**src/rtl/baughwooley_pipe_mult_if.sv**
```systemverilog
// Stream bundle for baughwooley_pipe_mult: operand beat in, product beat out.
// BWMUL_ACC_EN adds the per-beat acc_en sideband.
interface baughwooley_pipe_mult_if #(
  parameter int unsigned WIDTH = 8
);
  logic               in_valid;
  logic               in_ready;
  logic [WIDTH-1:0]   x;
  logic [WIDTH-1:0]   y;
  logic               tc;
  logic               out_valid;
  logic               out_ready;
  logic [2*WIDTH-1:0] s;
`ifdef BWMUL_ACC_EN
  logic               acc_en;

  modport master (
    output in_valid, x, y, tc, acc_en, out_ready,
    input  in_ready, out_valid, s
  );
  modport slave (
    input  in_valid, x, y, tc, acc_en, out_ready,
    output in_ready, out_valid, s
  );
`else
  modport master (
    output in_valid, x, y, tc, out_ready,
    input  in_ready, out_valid, s
  );
  modport slave (
    input  in_valid, x, y, tc, out_ready,
    output in_ready, out_valid, s
  );
`endif
endinterface

```
**src/rtl/baughwooley_pipe_mult.sv**
```systemverilog
// Pipelined Baugh-Wooley WIDTH x WIDTH multiplier, signed/unsigned per beat, valid/ready stream.
// Optional BWMUL_ACC_EN: a beat with acc_en=1 adds its product to the previously delivered s.
module baughwooley_pipe_mult #(
  parameter int unsigned WIDTH  = 8,
  parameter int unsigned STAGES = 2
) (
  input logic                   clk,
  input logic                   rst,
  baughwooley_pipe_mult_if.slave io_mul
);
  localparam int unsigned PW = 2 * WIDTH;
  localparam int unsigned R  = (WIDTH + STAGES - 1) / STAGES;
  localparam logic [PW-1:0] BwConst = (PW'(1) << WIDTH) | (PW'(1) << (PW - 1));

  // Row i of the partial-product array, already shifted into place.
  function automatic logic [PW-1:0] pp_row(logic [WIDTH-1:0] a, logic [WIDTH-1:0] b,
                                           logic t, int i);
    logic [WIDTH-1:0] row;
    row = a & {WIDTH{b[i]}};
    if (t) begin
      if (i == int'(WIDTH) - 1) row[WIDTH-2:0] = ~row[WIDTH-2:0];
      else                      row[WIDTH-1]   = ~row[WIDTH-1];
    end
    return PW'(row) << i;
  endfunction

  // Index k holds the inputs seen by stage k; index 0 is the operand port.
  logic             w_en;
  logic             w_vld [STAGES];
  logic             w_tc  [STAGES];
  logic [WIDTH-1:0] w_x   [STAGES];
  logic [WIDTH-1:0] w_y   [STAGES];
  logic [PW-1:0]    w_ps  [STAGES];
`ifdef BWMUL_ACC_EN
  logic             w_acc [STAGES];
`endif

  logic             r_out_vld;
  logic [PW-1:0]    r_s;

  // Global stall: everything holds while the output beat is blocked.
  assign w_en             = !(r_out_vld && !io_mul.out_ready);
  assign io_mul.in_ready  = w_en;
  assign io_mul.out_valid = r_out_vld;
  assign io_mul.s         = r_s;

  assign w_vld[0] = io_mul.in_valid;
  assign w_tc[0]  = io_mul.tc;
  assign w_x[0]   = io_mul.x;
  assign w_y[0]   = io_mul.y;
  assign w_ps[0]  = io_mul.tc ? BwConst : '0;
`ifdef BWMUL_ACC_EN
  assign w_acc[0] = io_mul.acc_en;
`endif

  for (genvar k = 0; k < int'(STAGES); k++) begin : g_stage
    logic [PW-1:0] w_sum;

    always_comb begin
      w_sum = w_ps[k];
      for (int i = 0; i < int'(WIDTH); i++) begin
        if (i / int'(R) == k) w_sum = w_sum + pp_row(w_x[k], w_y[k], w_tc[k], i);
      end
    end

    if (k < int'(STAGES) - 1) begin : g_mid
      logic             r_vld;
      logic             r_tc;
      logic [WIDTH-1:0] r_x;
      logic [WIDTH-1:0] r_y;
      logic [PW-1:0]    r_ps;

      always_ff @(posedge clk) begin
        if (rst) begin
          r_vld <= 1'b0;
        end else if (w_en) begin
          r_vld <= w_vld[k];
        end
      end

      always_ff @(posedge clk) begin
        if (w_en) begin
          r_tc <= w_tc[k];
          r_x  <= w_x[k];
          r_y  <= w_y[k];
          r_ps <= w_sum;
        end
      end

      assign w_vld[k+1] = r_vld;
      assign w_tc[k+1]  = r_tc;
      assign w_x[k+1]   = r_x;
      assign w_y[k+1]   = r_y;
      assign w_ps[k+1]  = r_ps;
`ifdef BWMUL_ACC_EN
      logic r_acc;
      always_ff @(posedge clk) begin
        if (w_en) r_acc <= w_acc[k];
      end
      assign w_acc[k+1] = r_acc;
`endif
    end else begin : g_last
      // s only moves when a real beat lands, so bubbles and stalls leave it untouched.
      always_ff @(posedge clk) begin
        if (rst) begin
          r_out_vld <= 1'b0;
          r_s       <= '0;
        end else if (w_en) begin
          r_out_vld <= w_vld[k];
          if (w_vld[k]) begin
`ifdef BWMUL_ACC_EN
            r_s <= w_sum + (w_acc[k] ? r_s : '0);
`else
            r_s <= w_sum;
`endif
          end
        end
      end
    end
  end
endmodule
```
**src/flat_wrapper.sv**
```systemverilog
// flat-port wrapper written by rule: the top's interface ports become plain ports
module baughwooley_pipe_mult_flat 
#(
  parameter int unsigned WIDTH  = 8,
  parameter int unsigned STAGES = 2
)
  (clk, rst, io_mul_in_valid, io_mul_x, io_mul_y, io_mul_tc, io_mul_out_ready, io_mul_in_ready, io_mul_out_valid, io_mul_s);
  baughwooley_pipe_mult_if #(.WIDTH(WIDTH)) io_mul_i ();
  input logic clk;
  input logic rst;
  input wire logic [$bits(io_mul_i.in_valid)-1:0] io_mul_in_valid;
  input wire logic [$bits(io_mul_i.x)-1:0] io_mul_x;
  input wire logic [$bits(io_mul_i.y)-1:0] io_mul_y;
  input wire logic [$bits(io_mul_i.tc)-1:0] io_mul_tc;
  input wire logic [$bits(io_mul_i.out_ready)-1:0] io_mul_out_ready;
  output wire logic [$bits(io_mul_i.in_ready)-1:0] io_mul_in_ready;
  output wire logic [$bits(io_mul_i.out_valid)-1:0] io_mul_out_valid;
  output wire logic [$bits(io_mul_i.s)-1:0] io_mul_s;
  assign io_mul_i.in_valid = io_mul_in_valid;
  assign io_mul_i.x = io_mul_x;
  assign io_mul_i.y = io_mul_y;
  assign io_mul_i.tc = io_mul_tc;
  assign io_mul_i.out_ready = io_mul_out_ready;
  assign io_mul_in_ready = io_mul_i.in_ready;
  assign io_mul_out_valid = io_mul_i.out_valid;
  assign io_mul_s = io_mul_i.s;
  baughwooley_pipe_mult #(.WIDTH(WIDTH), .STAGES(STAGES)) u_core (.clk(clk), .rst(rst), .io_mul(io_mul_i));
endmodule
```
**config.mk**
```make
export PLATFORM = sky130hd
export DESIGN_NAME = baughwooley_pipe_mult_flat
export DESIGN_NICKNAME = d
export VERILOG_FILES = /design/src/rtl/baughwooley_pipe_mult_if.sv /design/src/rtl/baughwooley_pipe_mult.sv /design/src/flat_wrapper.sv
export SDC_FILE = /design/constraint.sdc
export NUM_CORES = 1
export LEC_CHECK = 0
export CAP_MARGIN = 20
export CORE_ASPECT_RATIO = 0.9
export CORE_UTILIZATION = 32
export CTS_CLUSTER_SIZE = 20
export DETAILED_ROUTE_END_ITERATION = 10
export GPL_TIMING_DRIVEN = 1
export SYNTH_ARGS = -nofsm -noshare
export SYNTH_HDL_FRONTEND = slang
export SYNTH_SLANG_ARGS = --single-unit
```
**constraint.sdc**
```tcl
create_clock -name clk -period 7.7 [get_ports clk]
set_input_delay 1.54 -clock clk [delete_from_list [all_inputs] [get_ports clk]]
set_output_delay 1.54 -clock clk [all_outputs]
set_load 0.01 [all_outputs]
```
-- After elaboration in Yosys (flattened, before gate mapping)
Cells that the tools add are included.
- bitwise gates (word level): 17
- reductions and logical operators: 4
- add/sub/neg operators: 8
- muxes and demuxes: 9
- operator list (cell ; number):
    $and 8x8->8 ; 8
    $add 16x10->16 ; 1
    $add 16x11->16 ; 1
    $add 16x12->16 ; 1
    $add 16x13->16 ; 1
    $add 16x14->16 ; 1
    $add 16x15->16 ; 1
    $add 16x8->16 ; 1
    $add 16x9->16 ; 1
    $mux 16 ; 1
    $not 1->1 ; 8
    $mux 1 ; 7
    $mux 7 ; 1
    $not 7->7 ; 1
    $logic_not 1->1 ; 2
    $reduce_and 2->1 ; 1
    $logic_and 1x1->1 ; 1
- register bits after elaboration: 51
- logic and storage cells: 45
- input port bits: 21

-- Depth between registers and ports, before layout
Gate-level depths: netlist of the first run.
- depth in word-level cells: 7
- mapped depth: 13

-- Worst setup path after synthesis of the first run
No wires, ideal clock.
- path type: input to register
- start: input port io_mul_y[2]
- end: register u_core.g_stage[0].g_mid.r_ps[11] (data pin)
- buffers on the path: 1
- path slack: 3.279 ns
- data required time: 7.434 ns
- stages on the path: 11
- arrival: 4.155 ns
- cell sequence: clkbuf_1 -> nand2_1 -> fa_1 -> inv_1 -> fa_1 -> ha_1 -> fa_1 -> a21o_1 -> o2bb2ai_1 -> o41ai_1 -> xnor2_1
- word-level cells in the longest chain between the ends: 5
- RTL lines (what ; line ; text):
    start, declared ; flat_wrapper.sv:13 ; input wire logic [$bits(io_mul_i.y)-1:0] io_mul_y;
    $and 8x8->8 * ; baughwooley_pipe_mult.sv:19 ; row = a & {WIDTH{b[i]}};
    $not 1->1 ; baughwooley_pipe_mult.sv:22 ; else row[WIDTH-1] = ~row[WIDTH-1];
    $mux 1 ; baughwooley_pipe_mult.sv:20 ; if (t) begin
    $add 16x10->16 * ; baughwooley_pipe_mult.sv:62 ; if (i / int'(R) == k) w_sum = w_sum + pp_row(w_x[k], w_y[k], w_tc[k], i);
    $add 16x11->16 * ; baughwooley_pipe_mult.sv:62 ;
    net u_core.g_stage[0].w_sum[11] ; baughwooley_pipe_mult.sv:57 ; logic [PW-1:0] w_sum;
    end signal, assigned ; baughwooley_pipe_mult.sv:86 ; r_ps <= w_sum;
    end, declared ; baughwooley_pipe_mult.sv:71 ; logic [PW-1:0] r_ps;
Mark *: on every way through the listed nets, which the timed path passes. The rest lies on a longest branch.
A chain may end at the register's enable or synchronous reset.

-- Final worst setup path of the first run
- start: input port io_mul_y[3]
- end: register u_core.g_stage[0].g_mid.r_ps[11] (data pin)
- word-level cells in the longest chain between the ends: 4
- RTL lines (what ; line):
    $and 8x8->8 * ; baughwooley_pipe_mult.sv:19
    $not 1->1 ; baughwooley_pipe_mult.sv:22
    $mux 1 ; baughwooley_pipe_mult.sv:20
    $add 16x11->16 * ; baughwooley_pipe_mult.sv:62
    net u_core.g_stage[0].w_sum[11] ; baughwooley_pipe_mult.sv:57
Marked as above.

==> results of run 1 <==
-- worst paths after layout --
check	to	start	cells past startpoint	slack (ps)
hold reg to reg	u_core.io_mul.s[11]$_SDFFE_PP0P_	u_core.io_mul.s[11]$_SDFFE_PP0P_	2	450
hold / removal	u_core.io_mul.s[11]$_SDFFE_PP0P_	u_core.io_mul.s[11]$_SDFFE_PP0P_	2	450
setup reg to reg	u_core.io_mul.s[15]$_SDFFE_PP0P_	u_core.g_stage[0].g_mid.r_ps[15]$_DFFE_PN_	10	3800
setup / recovery	u_core.g_stage[0].g_mid.r_ps[11]$_DFFE_PN_	io_mul_y[3]	11	2900
-- routing by layer --
| metal | vias to the layer above | wire length (um) |
|---|---|---|
| met3 | 4 | 192 |
| li1 | 1230 | - |
| met2 | 41 | 3090 |
| met1 | 1164 | 3290 |
| met5 | - | 0 |
| met4 | 0 | 45 |
-- cells in the mapped netlist, drive strengths merged, types with 2 or more instances --
library cell / n
a2111o: 2
a211oi: 2
a21o: 4
a21oi: 25
and2: 31
and3: 3
and3b: 2
buf: 4
clkbuf: 5
dfxtp: 18
edfxtp: 26
fa: 35
ha: 30
inv: 39
nand2: 66
nand3: 8
nor2: 7
o21a: 2
o21ai: 4
o311ai: 2
o41ai: 2
xnor2: 18
xor2: 3
-- state kept, by name, indices dropped and copies added (netlist names) --
signal and cells:
u_core.g_stage.g_mid.r_ps 14, u_core.g_stage.g_mid.r_vld 1, u_core.g_stage.g_mid.r_x 8, u_core.g_stage.g_mid.r_y 4, u_core.io_mul.out_valid 1, u_core.io_mul.s 16
-- metrics by stage --
step / utilization / total power [W] / cells / setup WS [ps] / cell area (um2)
final: 0.390 / 0.00118 / 521 / 2900 / 4220
after global routing: 0.390 / 0.00130 / 521 / 2720 / 4220
after CTS: 0.390 / 0.00120 / 521 / 2860 / 4220
after detailed placement: 0.374 / 0.000941 / 513 / 2550 / 4040
after global placement: 0.374 / 0.000931 / 513 / 2740 / 4040
after floorplan: - / 0.000788 / 350 / 3280 / 3540
-- tightest hold or removal path, stage by stage (launching register included) --
cell	delay, ps
dfxtp_1	310
nand2_1	50
a21oi_1	50
-- cells by family after synthesis --
| logic type | after synthesis |
|---|---|
| and+or+nand+nor | 121 |
| adders and majority gates | 65 |
| AOI/OAI and AO/OA | 50 |
| buffers and inverters | 48 |
| DFF | 44 |
| xor gates and xnor gates | 22 |
-- power by group through the flow --
| stage | Clock [W] | Sequential, W | Combinational, W |
|---|---|---|---|
| 2_1_floorplan | 0 | 0.000342 | 0.000446 |
| 3_3_place_gp | 0 | 0.000340 | 0.000591 |
| 3_5_place_dp | 0 | 0.000341 | 0.000600 |
| 4_1_cts | 0.000256 | 0.000337 | 0.000604 |
| 5_1_grt | 0.000267 | 0.000343 | 0.000687 |
| 6_report | 0.000249 | 0.000336 | 0.000596 |
-- cell type report --
| class | count | area, um2 |
|---|---|---|
| clock inverter | 2 | 38.8 |
| clock buffer | 6 | 139 |
| inverter | 39 | 146 |
| tap | 133 | 166 |
| fill | 1090 | 6590 |
| timing repair buffer | 39 | 388 |
| sequential | 44 | 1140 |
| multi-input combinational | 258 | 2200 |
==> flow_metrics.py, run 1 <==
metrics = {
    "die": {
        "die_area_um2": 11500,
        "dieWidth_um": 113,
        "start_util": 0.328,
        "io_pins": 39,
        "rows": 36,
        "coreArea_um2": 10800,
        "die_h_um": 102,
    },
    "place": {
        "gp_congestion": 0.778,
        "hpwl_um": 5500,
        "io_buffer_count": 38,
    },
    "logic_synthesis": {
        "synth_cell_types": 43,
        "synth_xor_area_frac": 0.0586,
        "synth_top_family_by_area": "adder cells",
        "synth_warnings": 0,
        "synthMuxAreaShare": 0,
        "synth_largest_area_cell": "edfxtp_1",
        "syn-num-nets": 436,
        "netlist_instances": 350,
        "ys_ff_latch": 44,
        "seq_area_frac_synth": 0.322,
        "synthAdderAreaFrac": 0.304,
        "synth_area_leaders": "edfxtp_1, fa_1, ha_1, dfxtp_1, nand2_1",
        "synth-edff-count": 26,
        "synth_area_um2": 3540,
        "synth_ff_type": "edfxtp_1",
        "synthArstFlopShare": 0,
        "synth_top_area_share": 0.220,
        "syn_area_per_cell_um2": 10.1,
        "synth_compound_area_frac": 0.0957,
        "yosys.area_share.simple": 0.162,
    },
    "worst_setup_path": {
        "arrival_ps": 4820,
        "critPathCaptureType": "flip-flop",
        "cp-start-kind": "input pin",
        "path_delay_family": "adder cells",
        "worst-path-max-fanout": 8,
        "worst-path-buf-inv": 2,
        "path_common_cell": "fa_1",
        "crit_required_ps": 7720,
        "crit_type": "input pin to flip-flop",
        "max_stage_delay_ps": 630,
        "worstPathCellList": "clkdlybuf4s50_1, nand2_1, fa_1, inv_1, fa_1, ha_1, fa_1, a21o_1, o2bb2ai_1, o41ai_1, xnor2_1",
        "crit_slowest_cell": "clkdlybuf4s50_1",
    },
    "clocking": {
        "post-cts-setup-buffer-count": 0,
        "clk_pin_slew_worst_paths_ps": 60,
        "hold_buffers": 0,
        "clock_latency_ps": 280,
        "htreeDepth": 2,
        "clock-sinks": 44,
        "cts-buffers-inserted": 5,
        "ctsResizeCount": 0,
        "clock_path_buffers": 2,
        "clockRootBuffer": "clkbuf_16",
        "cts_tree": "done",
    },
    "grt": {
        "met1_usage": 0.164,
        "track_usage": 0.123,
        "antenna_found_initial": 0,
        "grt_pass1_vias": 2492,
        "grt_max_degree": 34,
        "met3_usage": 0.0178,
        "busiest_layer": "met2",
        "grt_use_met2": 0.209,
        "overflow": 0,
        "grt_pass1_wl_um": 11400,
    },
    "routing": {
        "ant_nets": 0,
        "dr.pass1.iters": 4,
        "drt_iter0_drc": 70,
        "wire_per_inst_um": 12.7,
        "num_vias": 2439,
        "drc": 0,
        "viasPerCell": 4.68,
        "wirelength_um": 6620,
    },
    "finish": {
        "areaGrowthSynthToFinish_pct": 19.1,
        "diodes": 0,
        "layout_common_cells": "nand2_1, inv_1, clkdlybuf4s50_1",
        "drive_gt1_frac": 0.0387,
        "layout_commonest_cell": "nand2_1",
        "fin_nets": 473,
    },
    "timing": {
        "final-hold-violation-count": 0,
        "slew_viol_final": 0,
        "worst_hold_slack_ps": 449,
        "finalCritPeriodShare": 0.623,
        "max_slew.worst_pin.slew_ps": 713,
        "setup_violations": 0,
        "max_slew_margin": 0.523,
        "fin_skew_ps": 5.16,
        "grt_setup_unrepaired": "no",
        "fmax_mhz": 208,
        "fin_crit_ps": 4800,
        "setup-tns-final_ps": 0,
    },
    "power_and_ir_drop": {
        "p_seq_frac": 0.284,
        "leakagePower_nw": 1.81,
        "p_int_w": 0.000743,
        "power.density_nw_per_um2": 280,
        "switching_power_w": 0.000438,
        "vdd.ir_drop.worst_uv": 113,
        "pwr-share-clk": 0.211,
        "comb_power_share": 0.505,
        "netSwitchingFraction": 0.371,
    },
    "hold_path": {
        "hold_path_class": "flip-flop to flip-flop",
    },
    "run": {
        "drv_cap": 0,
    },
    "outcome": {
        "outcome": "finished, final reports clean",
    },
}
Note: power is estimated with default switching activity, not from simulation.
==> run 2: changes to the inputs <==
==> constraint.sdc (replaced) <==
create_clock -name clk -period 4.7 [get_ports clk]
set_input_delay 0.94 -clock clk [delete_from_list [all_inputs] [get_ports clk]]
set_output_delay 0.94 -clock clk [all_outputs]
set_load 0.01 [all_outputs]
==> flow_metrics.py, run 2 (same netlist as run 1, synthesis figures left out) <==
metrics = {
    "die": {
        "coreArea_um2": 10800,
        "start_util": 0.328,
        "io_pins": 39,
        "rows": 36,
        "die_area_um2": 11500,
        "die_h_um": 102,
        "dieWidth_um": 113,
    },
    "worst_setup_path": {
        "crit_required_ps": 4730,
        "crit_type": "input pin to flip-flop",
        "critPathCaptureType": "flip-flop",
        "rr_worst_depth": 11,
        "ff2ff_setup_slack_ps": 790,
        "worst-path-max-fanout": 8,
        "rr_startpoint": "u_core.g_stage[0].g_mid.r_ps[15]$_DFFE_PN_",
        "arrival_ps": 4180,
        "r2r_end": "u_core.io_mul.s[14]$_SDFFE_PP0P_",
        "cp-start-kind": "input pin",
    },
    "routing": {
        "drc": 0,
        "ant_nets": 0,
        "drt_iter0_drc": 74,
        "wire_per_inst_um": 12.7,
        "wirelength_um": 6640,
        "dr.pass1.iters": 4,
        "viasPerCell": 4.64,
        "num_vias": 2417,
    },
    "timing": {
        "fin_skew_ps": 3.62,
        "fmax_mhz": 241,
        "max_slew.worst_pin.slew_ps": 703,
        "slew_viol_final": 0,
        "fin_crit_ps": 4140,
        "grt_setup_unrepaired": "no",
        "setup_violations": 0,
        "max_slew_margin": 0.530,
        "finalCritPeriodShare": 0.882,
        "setup_slack_ps": 555,
        "final-hold-violation-count": 0,
        "setup-tns-final_ps": 0,
    },
    "finish": {
        "fin_nets": 473,
        "postLayoutCoreUtil": 0.389,
        "layout_common_cells": "nand2_1, inv_1, clkdlybuf4s50_1",
        "layout_commonest_cell": "nand2_1",
        "largest_reg_flops": 16,
        "drive_gt1_frac": 0.0361,
        "nFillCells": 1084,
        "areaGrowthSynthToFinish_pct": 18.8,
        "instances_no_fill": 521,
        "diodes": 0,
    },
    "grt": {
        "overflow": 0,
        "track_usage": 0.124,
        "grt_max_degree": 33,
        "antenna_found_initial": 0,
        "grt_pass1_wl_um": 11300,
        "grt_pass1_vias": 2443,
    },
    "power_and_ir_drop": {
        "comb_power_share": 0.506,
        "switching_power_w": 0.000720,
        "p_seq_frac": 0.287,
        "leakagePower_nw": 1.81,
        "p_int_w": 0.00120,
        "power.density_nw_per_um2": 456,
        "pwr-share-clk": 0.207,
        "p_total_w": 0.00192,
        "vdd.ir_drop.worst_uv": 162,
        "netSwitchingFraction": 0.375,
    },
    "place": {
        "hpwl_um": 5520,
        "gp_congestion": 0.772,
        "io_buffer_count": 38,
        "place_ws_ps": 257,
        "dpl.cell_count": 513,
    },
    "hold_path": {
        "hold_path_class": "flip-flop to flip-flop",
        "hold_end": "u_core.io_mul.s[11]$_SDFFE_PP0P_",
        "holdPathStages": 2,
        "hold_path_startpoint": "u_core.io_mul.s[11]$_SDFFE_PP0P_",
    },
    "clocking": {
        "post-cts-setup-buffer-count": 0,
        "ctsResizeCount": 0,
        "clock_path_buffers": 2,
        "cts-buffers-inserted": 5,
        "clk_pin_slew_worst_paths_ps": 60,
        "cts_tree": "done",
        "clock_latency_ps": 290,
        "clock-sinks": 44,
        "hold_buffers": 0,
        "clockRootBuffer": "clkbuf_16",
        "htreeDepth": 2,
    },
    "outcome": {
        "outcome": "finished, final reports clean",
    },
    "run": {
        "drv_cap": 0,
    },
}
[run 2: critical path, stage by stage]
cell and delay, ps:
clkdlybuf4s50_1 630, nand2_1 140, fa_1 520, inv_1 60, fa_1 470, ha_1 240, fa_1 400, a21o_1 190
o2bb2ai_1 150, o41ai_1 330, xnor2_1 100
[run 2: worst max-delay path by stage]
stage                     start                                         end  slack [ps]
floorplan           io_mul_y[2]  u_core.g_stage[0].g_mid.r_ps[11]$_DFFE_PN_         880
global placement    io_mul_y[3]  u_core.g_stage[0].g_mid.r_ps[11]$_DFFE_PN_         340
detailed placement  io_mul_y[2]  u_core.g_stage[0].g_mid.r_ps[11]$_DFFE_PN_         260
CTS                 io_mul_y[2]  u_core.g_stage[0].g_mid.r_ps[11]$_DFFE_PN_         560
global route        io_mul_y[2]  u_core.g_stage[0].g_mid.r_ps[11]$_DFFE_PN_         420
finish              io_mul_y[2]  u_core.g_stage[0].g_mid.r_ps[11]$_DFFE_PN_         560
[run 2: area by class of cell]
type,instances,area (um2),area share
repair buffers,39,388,0.0922
clock inverters,3,42.5,0.0101
flip-flops and latches,44,1140,0.271
clock buffers,5,125,0.0297
inverters,39,146,0.0348
multi-input cells,258,2200,0.522
well taps,133,166,0.0395
[run 2: metrics by stage]
stage                     area [um2]  hold slack (ps)
after global placement          4040              438
final                           4210              453
after detailed placement        4040              447
after CTS                       4210              456
after floorplan                 3540              468
after global routing            4210              468
[run 2: per-layer routing]
layer | GRT usage | share of wire | up-vias
met2 | 0.210 | 0.46 | 38
met4 | 0.0405 | 0.019 | 0
li1 | - | - | 1229
met1 | 0.163 | 0.50 | 1140
met3 | 0.0190 | 0.028 | 10
met5 | 0 | 0 | -
[run 2: power by group through the flow]
stage | combinational, W | clock, W | sequential (W)
floorplan | 0.000731 | 0 | 0.000560
global placement | 0.000969 | 0 | 0.000556
detailed placement | 0.000979 | 0 | 0.000560
CTS | 0.000987 | 0.000409 | 0.000552
global route | 0.00113 | 0.000423 | 0.000562
finish | 0.000972 | 0.000397 | 0.000552
